**src/rtl/dmem_arbiter.sv**
```systemverilog
// -----------------------------------------------------------------------------
// dmem_arbiter
//   Two-requester arbiter in front of the single-port data memory / MMIO bus.
//   Port A is the CPU load/store path, port B a secondary master (loader or
//   debug). The block decides which request is issued each cycle, routes the
//   one-cycle-late read data back to the port that issued the read, and keeps
//   B from starving behind A.
//
//   Optional feature macro: ARB_ROUND_ROBIN_EN
//     defined   -> unlocked contention alternates strictly between A and B
//     undefined -> fixed A priority with a MAX_WAIT starvation override for B
//
// Ports
//   clk, reset                   single clock, synchronous active-high reset
//   a_req/a_we/a_lock            A request, write select, burst hold
//   a_addr/a_wdata               A address and write data
//   a_gnt                        A issued to memory this cycle
//   a_rvalid/a_rdata             A read return (rdata is 0 when not valid)
//   b_*                          same set for port B
//   mem_en/mem_we                memory strobe and write enable
//   mem_addr/mem_wdata           muxed address / write data (0 when idle)
//   mem_rdata                    memory read data, one cycle after a read
// -----------------------------------------------------------------------------
module dmem_arbiter #(
  parameter int ADDR_BITS = 32,
  parameter int DATA_BITS = 32,
  parameter int MAX_WAIT  = 8,
  parameter int CNT_BITS  = 4
) (
  input  logic                 clk,
  input  logic                 reset,
  input  logic                 a_req,
  input  logic                 a_we,
  input  logic                 a_lock,
  input  logic [ADDR_BITS-1:0] a_addr,
  input  logic [DATA_BITS-1:0] a_wdata,
  output logic                 a_gnt,
  output logic                 a_rvalid,
  output logic [DATA_BITS-1:0] a_rdata,
  input  logic                 b_req,
  input  logic                 b_we,
  input  logic                 b_lock,
  input  logic [ADDR_BITS-1:0] b_addr,
  input  logic [DATA_BITS-1:0] b_wdata,
  output logic                 b_gnt,
  output logic                 b_rvalid,
  output logic [DATA_BITS-1:0] b_rdata,
  output logic                 mem_en,
  output logic                 mem_we,
  output logic [ADDR_BITS-1:0] mem_addr,
  output logic [DATA_BITS-1:0] mem_wdata,
  input  logic [DATA_BITS-1:0] mem_rdata
);

  typedef enum logic [1:0] {
    PORT_NONE = 2'd0,
    PORT_A    = 2'd1,
    PORT_B    = 2'd2
  } port_e;

  port_e owner_r;
  port_e rd_pend_r;
  port_e grant_s;

`ifdef ARB_ROUND_ROBIN_EN
  // Only alternation needs to remember who went last.
  port_e last_r;
`else
  localparam logic [CNT_BITS-1:0] WAIT_LIM = CNT_BITS'(MAX_WAIT);
  localparam logic [CNT_BITS-1:0] WAIT_SAT = {CNT_BITS{1'b1}};
  logic [CNT_BITS-1:0] wait_r;
`endif

  // Grant decision: lock hold first, then contention policy, then lone requester.
  always_comb begin
    grant_s = PORT_NONE;
    if (reset) begin
      grant_s = PORT_NONE;
    end else if ((owner_r == PORT_A) && a_req) begin
      grant_s = PORT_A;
    end else if ((owner_r == PORT_B) && b_req) begin
      grant_s = PORT_B;
    end else if (a_req && b_req) begin
`ifdef ARB_ROUND_ROBIN_EN
      grant_s = (last_r == PORT_A) ? PORT_B : PORT_A;
`else
      grant_s = (wait_r >= WAIT_LIM) ? PORT_B : PORT_A;
`endif
    end else if (a_req) begin
      grant_s = PORT_A;
    end else if (b_req) begin
      grant_s = PORT_B;
    end else begin
      grant_s = PORT_NONE;
    end
  end

  // Memory-side mux and grant strobes; everything idles to zero.
  always_comb begin
    a_gnt     = 1'b0;
    b_gnt     = 1'b0;
    mem_en    = 1'b0;
    mem_we    = 1'b0;
    mem_addr  = '0;
    mem_wdata = '0;
    case (grant_s)
      PORT_A: begin
        a_gnt     = 1'b1;
        mem_en    = 1'b1;
        mem_we    = a_we;
        mem_addr  = a_addr;
        mem_wdata = a_wdata;
      end
      PORT_B: begin
        b_gnt     = 1'b1;
        mem_en    = 1'b1;
        mem_we    = b_we;
        mem_addr  = b_addr;
        mem_wdata = b_wdata;
      end
      default: begin
        mem_en = 1'b0;
      end
    endcase
  end

  // Read return routing; reset masks any read still in flight.
  always_comb begin
    a_rvalid = 1'b0;
    b_rvalid = 1'b0;
    a_rdata  = '0;
    b_rdata  = '0;
    if (!reset) begin
      a_rvalid = (rd_pend_r == PORT_A);
      b_rvalid = (rd_pend_r == PORT_B);
      a_rdata  = a_rvalid ? mem_rdata : '0;
      b_rdata  = b_rvalid ? mem_rdata : '0;
    end else begin
      a_rvalid = 1'b0;
      b_rvalid = 1'b0;
    end
  end

  // Ownership, pending-read tag and fairness state.
  always_ff @(posedge clk) begin
    if (reset) begin
      owner_r   <= PORT_NONE;
      rd_pend_r <= PORT_NONE;
`ifdef ARB_ROUND_ROBIN_EN
      last_r    <= PORT_B;
`else
      wait_r    <= '0;
`endif
    end else begin
      if ((grant_s == PORT_A) && a_lock) begin
        owner_r <= PORT_A;
      end else if ((grant_s == PORT_B) && b_lock) begin
        owner_r <= PORT_B;
      end else begin
        owner_r <= PORT_NONE;
      end

      if ((grant_s == PORT_A) && !a_we) begin
        rd_pend_r <= PORT_A;
      end else if ((grant_s == PORT_B) && !b_we) begin
        rd_pend_r <= PORT_B;
      end else begin
        rd_pend_r <= PORT_NONE;
      end

`ifdef ARB_ROUND_ROBIN_EN
      if (grant_s != PORT_NONE) begin
        last_r <= grant_s;
      end else begin
        last_r <= last_r;
      end
`else
      // B's refusal count saturates so priority sticks until B is served.
      if (!b_req || (grant_s == PORT_B)) begin
        wait_r <= '0;
      end else if (wait_r != WAIT_SAT) begin
        wait_r <= wait_r + {{(CNT_BITS-1){1'b0}}, 1'b1};
      end else begin
        wait_r <= wait_r;
      end
`endif
    end
  end

endmodule

```
**config.mk**
```make
export PLATFORM = sky130hd
export DESIGN_NAME = dmem_arbiter
export DESIGN_NICKNAME = d
export VERILOG_FILES = /design/src/rtl/dmem_arbiter.sv
export SDC_FILE = /design/constraint.sdc
export NUM_CORES = 1
export LEC_CHECK = 0
export ABC_AREA = 0
export BUFFER_PORTS_ARGS = -buffer_cell sky130_fd_sc_hd__buf_4
export CORE_AREA = 4 4 115 117
export DETAILED_ROUTE_END_ITERATION = 12
export DIE_AREA = 0 0 119 121
export GPL_TIMING_DRIVEN = 0
export SLEW_MARGIN = 20
export SYNTH_ARGS = -nofsm -noshare
export SYNTH_HDL_FRONTEND = slang
export SYNTH_SLANG_ARGS = --single-unit
```
**constraint.sdc**
```tcl
create_clock -name clk -period 2.2 [get_ports clk]
set_input_delay 0.44 -clock clk [delete_from_list [all_inputs] [get_ports clk]]
set_output_delay 0.44 -clock clk [all_outputs]
set_load 0.01 [all_outputs]
```
**Word level (Yosys, flattened, before mapping)**

Cells that the tools add are included.

- Flip-flop bits (word level): 8
- Output and inout port bits: 134
- Logic and storage cells: 52

- Add/subtract/negate cells: 1
- $lt $le $gt $ge: 1
- Eq/ne operators: 7
- Multiplexer cells: 23
- Reduce and logical (&&, ||, !) cells: 15

Operators with widths:

| kind | number |
|---|---|
| $mux 32 | 4 |
| $pmux 32 s2 | 2 |
| $mux 2 | 9 |
| $reduce_or 2->1 | 4 |
| $logic_and 1x1->1 | 7 |
| $mux 1 | 7 |
| $eq 2x1->1 const B | 3 |
| $eq 2x2->1 const B | 3 |
| $add 4x1->4 const B | 1 |
| $ge 4x4->1 const B | 1 |
| $ne 4x4->1 const B | 1 |
| $logic_not 1->1 | 3 |
| $pmux 1 s2 | 1 |
| $logic_or 1x1->1 | 1 |

**Longest topological paths before layout**

- Word-level depth: 10
- Mapped depth: 8
- Gate-level depth less buffers: 6

**Least setup slack after synthesis**

Ideal clock, no wire load.

- Path kind: register to output
- Start point: reg wait_r[3]
- End point: out mem_addr[10]
- Arrival: 1799 ps
- Setup slack: -39 ps
- Cell stages (with the launch flop): 7
- Path through: dfxtp_1 -> maj3_2 -> a211oi_1 -> ha_1 -> buf_2 -> clkbuf_1 -> nor2_1

- Longest elaborated chain between the ends: 8
- Elaborated cells between the ends (all ways): 9
- Those cells by class: 1 x order compare; 2 x eq/ne; 6 x mux

Ends and longest elaborated chain:

| element | line | source |
|---|---|---|
| start: declaration | 71 | `logic [CNT_BITS-1:0] wait_r;` |
| start signal: assignment | 182 | `wait_r <= wait_r + {{(CNT_BITS-1){1'b0}}, 1'b1};` |
| start signal: assignment | 184 | `wait_r <= wait_r;` |
| $ge 4x4->1 * | 87 | `grant_s = (wait_r >= WAIT_LIM) ? PORT_B : PORT_A;` |
| $mux 2 * | 87 |  |
| $mux 2 * | 83 | `end else if (a_req && b_req) begin` |
| $mux 2 * | 81 | `end else if ((owner_r == PORT_B) && b_req) begin` |
| $mux 2 * | 79 | `end else if ((owner_r == PORT_A) && a_req) begin` |
| $mux 2 * | 77 | `if (reset) begin` |
| $eq 2x2->1 or $eq 2x1->1 (tied branches) | 106 | `case (grant_s)` |
| $pmux 32 s2 * | 106 |  |
| end: declaration | 50 | `output logic [ADDR_BITS-1:0] mem_addr,` |

Every way passes the cells marked *; elsewhere a longest branch is shown, timed or not.

**Worst setup path in the final report**

- Start point: reg owner_r[0]
- End point: out mem_wdata[29]

- Longest elaborated chain between the ends: 7
- Elaborated cells between the ends (all ways): 10
- Those cells by class: 4 x eq/ne; 4 x mux; 2 x reduce/logical

Ends and longest elaborated chain:

| element | line | source |
|---|---|---|
| start: declaration | 61 | `port_e owner_r;` |
| start signal: assignment | 147 | `owner_r <= PORT_NONE;` |
| start signal: assignment | 156 | `owner_r <= PORT_A;` |
| start signal: assignment | 158 | `owner_r <= PORT_B;` |
| $eq 2x2->1 | 81 |  |
| $logic_and 1x1->1 | 81 |  |
| $mux 2 | 81 |  |
| $mux 2 * | 79 |  |
| $mux 2 * | 77 |  |
| $eq 2x2->1 or $eq 2x1->1 (tied branches) | 106 |  |
| $pmux 32 s2 * | 106 |  |
| end: declaration | 51 | `output logic [DATA_BITS-1:0] mem_wdata,` |

Marks and branches as above.

==> results by group <==
Run status
  – Status: finished, violations left
  – Failing checks: setup timing

Layout
  – Area growth, synth to finish: 184%
  – Final net count: 756
  – N_diodes: 0
  – Fillcell total: 1239
  – Share of cells above drive strength 1: 0.784

Synthesis
  – Synthesized area per cell: 6.60 µm²
  – Post-synth ARST share: 0
  – Post-synth EDFFs: 0
  – Top-count cell post-synth: nor2_1
  – Mapped cell area: 1770 µm²
  – Post-synth top area share: 0.275
  – Distinct cells, synth: 29
  – Largest family of logic cells by synthesized area: simple AND/OR/NAND/NOR gates
  – Syn nets: 443
  – Simple-Gate Fraction of Synth Area: 0.447
  – Post-synthesis sequential area ratio: 0.0903
  – Top_reg_cell synth: dfxtp_1
  – Synth Area in Adders: 0.0487
  – Cell taking the most area after synthesis: a22oi_1
  – Post-synthesis compound-gate area fraction: 0.295
  – Post-synth top cells: 70 x nor2_1, 65 x a22oi_1, 58 x and2_1, 13 x buf_2, 8 x dfxtp_1
  – Largest cells by area after synthesis: a22oi_1 28%, and2_1 20%, nor2_1 15%
  – Mux cell area share after synthesis: 0.00564
  – Cells after synthesis: 269
  – Xor/xnor share of the synthesized area: 0.00494
  – YS warnings: 0
  – #FFs+latches synth: 8

Placed design
  – Port-buffer cells: 300
  – Detail Placement HPWL: 10.2 mm
  – Dpl ws: -0.565 ns
  – GPL Wtd Cong: 0.805

Critical path
  – CP endpoint kind: primary output
  – Crit-path cells: inv_2, maj3_2, a211oi_2, ha_2, buf_8, buf_6, a22oi_2, nor2_2, buf_4
  – Slowest cell on crit path: maj3_2
  – CP startpoint kind: flip-flop
  – Critical path arrival: 2.13 ns
  – Critical path type: flip-flop to primary output
  – Crit-path max FO: 10
  – Crit path required time: 1.76 ns
  – Slowest Stage Delay on Critical Path: 0.34 ns
  – Length in cells of the worst reg-to-reg path: 7

Min path
  – Worst hold stages: 2
  – Hold Crit Class: primary input to flip-flop

Global route
  – Pin count of the biggest net entering global routing: 11
  – Remaining Overflow, GRT: 0
  – Total track usage: 0.150
  – Vias in the first global route: 3381
  – Initial antenna violation count: 0
  – First-pass GRT wire length: 17.5 mm

Timing
  – Final Setup Violations: 66
  – Maximum clock frequency: 389 MHz
  – Slew Viols, Final: 0
  – Measured slew at the worst slew-check pin: 0.345 ns
  – Tcrit/Tclk final: 1.17
  – Setup Skew: 0.00119 ns
  – Final worst slack: -0.372 ns
  – Min cycle time layout: 2.57 ns
  – Rel. slew slack: 0.770
  – Hold Vio Cnt, Final: 0
  – RSZ-0062 raised after global routing: true

Floorplan
  – Die X: 119 µm
  – IO Count: 302
  – Chip Height: 121 µm
  – Core area: 12400 µm²
  – Initial core utilization: 0.144
  – Die ar.: 14400 µm²
  – Std cell rows: 41

Drt
  – Via density: 4.30
  – 1st-pass router iterations: 4
  – Final antenna-violating net count: 0
  – # DRC: 0
  – Starting DRT DRC Count: 40
  – Routed WL per cell: 16.5 µm
  – DR vias: 3232
  – Post-Route WL: 12.4 mm

Clock network
  – Number of buffers created by CTS: 3
  – Clk root buf: clkbuf_16
  – Clock transition at path regs: 0.03 ns
  – Clock Latency Late Sink: 0.23 ns
  – Cts hold-fix bufs: 0
  – Max Root-Sink Buffers: 2
  – H-Tree Level Count: 1
  – Clock tree sinks: 8
  – TritonCTS clock tree: yes

Power and ir drop
  – Tot Pwr: 1.17 mW
  – P_leak: 2.40 nW
  – Maximum vdd drop: 258 µV
  – Pwr/cell area: 231 nW/µm²

Run
  – MaxCap Viol Count: 0
[layout by cell type (no fill, tap or decap), drive strengths merged]
master / count
a22oi: 65
and2b: 2
mux2i: 1
nand2b: 1
clkbuf: 9
nor2b: 1
nor2: 70
a211oi: 1
inv: 5
and2: 64
nor4b: 1
o21a: 1
dfxtp: 8
nor3b: 3
o21ai: 1
buf: 330
maj3: 1
nand3: 2
a31oi: 1
ha: 6
and4b: 1
nand2: 2
xnor2: 1
nor3: 2
a211o: 1
[kinds of logic (layout without fill, tap and decap cells)]
| kind of cell | count (synthesis) | count (layout) |
|---|---|---|
| buffers and inverters | 33 | 344 |
| AND/OR/NAND/NOR | 149 | 149 |
| flip-flops | 8 | 8 |
| multiplexers | 1 | 1 |
| adder cells (fa/ha/maj) | 7 | 7 |
| XOR/XNOR | 1 | 1 |
| AO/OA/AOI/OAI | 70 | 70 |
[cell type report]
cell class	count	area, µm²	share of cell area
inverters	5	18.8	0.00373
plain buffers	28	364	0.0723
well taps	172	215	0.0427
repair buffers	308	2350	0.467
flip-flops and latches	8	165	0.0328
multi-input cells	228	1840	0.366
clock buffers	3	75.1	0.0149
[worst paths after layout]
check	from	end	slack, ns
max	owner_r[0]	mem_wdata[29]	-0.37
min	b_we	rd_pend_r[1]	0.40
max reg2reg	owner_r[0]	owner_r[1]	0.39
min reg2reg	wait_r[2]	wait_r[2]	0.57
[critical path: cells and delay by family, from the launching register on]
family	cells	cell delay (ns)
fa+ha+maj	2	0.61
buf+inv	4	0.53
flops	1	0.31
compound gates	2	0.32
simple gates	1	0.12
[repair_timing]
item | CTS | global route
resized for setup | 78 | 42
cloned | 0 | 2
hold endpoints to repair | 0 | 0
setup endpoints to repair | 66 | 66
setup buffers | 1 | 5
pin swaps | 5 | 4
[routing by layer]
layer  track usage  wire length (µm)  vias up
met5             0                 0        -
met4        0.0268               129        0
met1         0.159              4300     1479
met2         0.299              6890      190
met3        0.0382              1070       10
li1              -                 -     1553
[power by group]
| group | internal [mW] | total, mW | switching, mW |
|---|---|---|---|
| Clock | 0.234 | 0.302 | 0.0677 |
| Combinational | 0.408 | 0.712 | 0.304 |
| Sequential | 0.148 | 0.152 | 0.00369 |
| Total | 0.790 | 1.17 | 0.376 |
[flip-flops by register name (all words and copies together), names as in the netlist]
register and flops:
wait_r 4, owner_r 2, rd_pend_r 2
[stage by stage]
| stage | hold slack [ns] | area [µm²] | TNS, ns | util | std cells |
|---|---|---|---|---|---|
| after CTS | 0.388 | 4790 | -21.46 | 0.388 | 745 |
| after global placement | 0.532 | 4390 | -19.07 | 0.355 | 741 |
| after global routing | 0.394 | 5040 | -27.12 | 0.407 | 752 |
| final | 0.396 | 5040 | -21.84 | 0.407 | 752 |
| after floorplan | 0.505 | 1920 | -0.00649 | - | 269 |
| after detailed placement | 0.556 | 4390 | -21.53 | 0.355 | 741 |
Note: power is estimated with default switching activity, not from simulation.
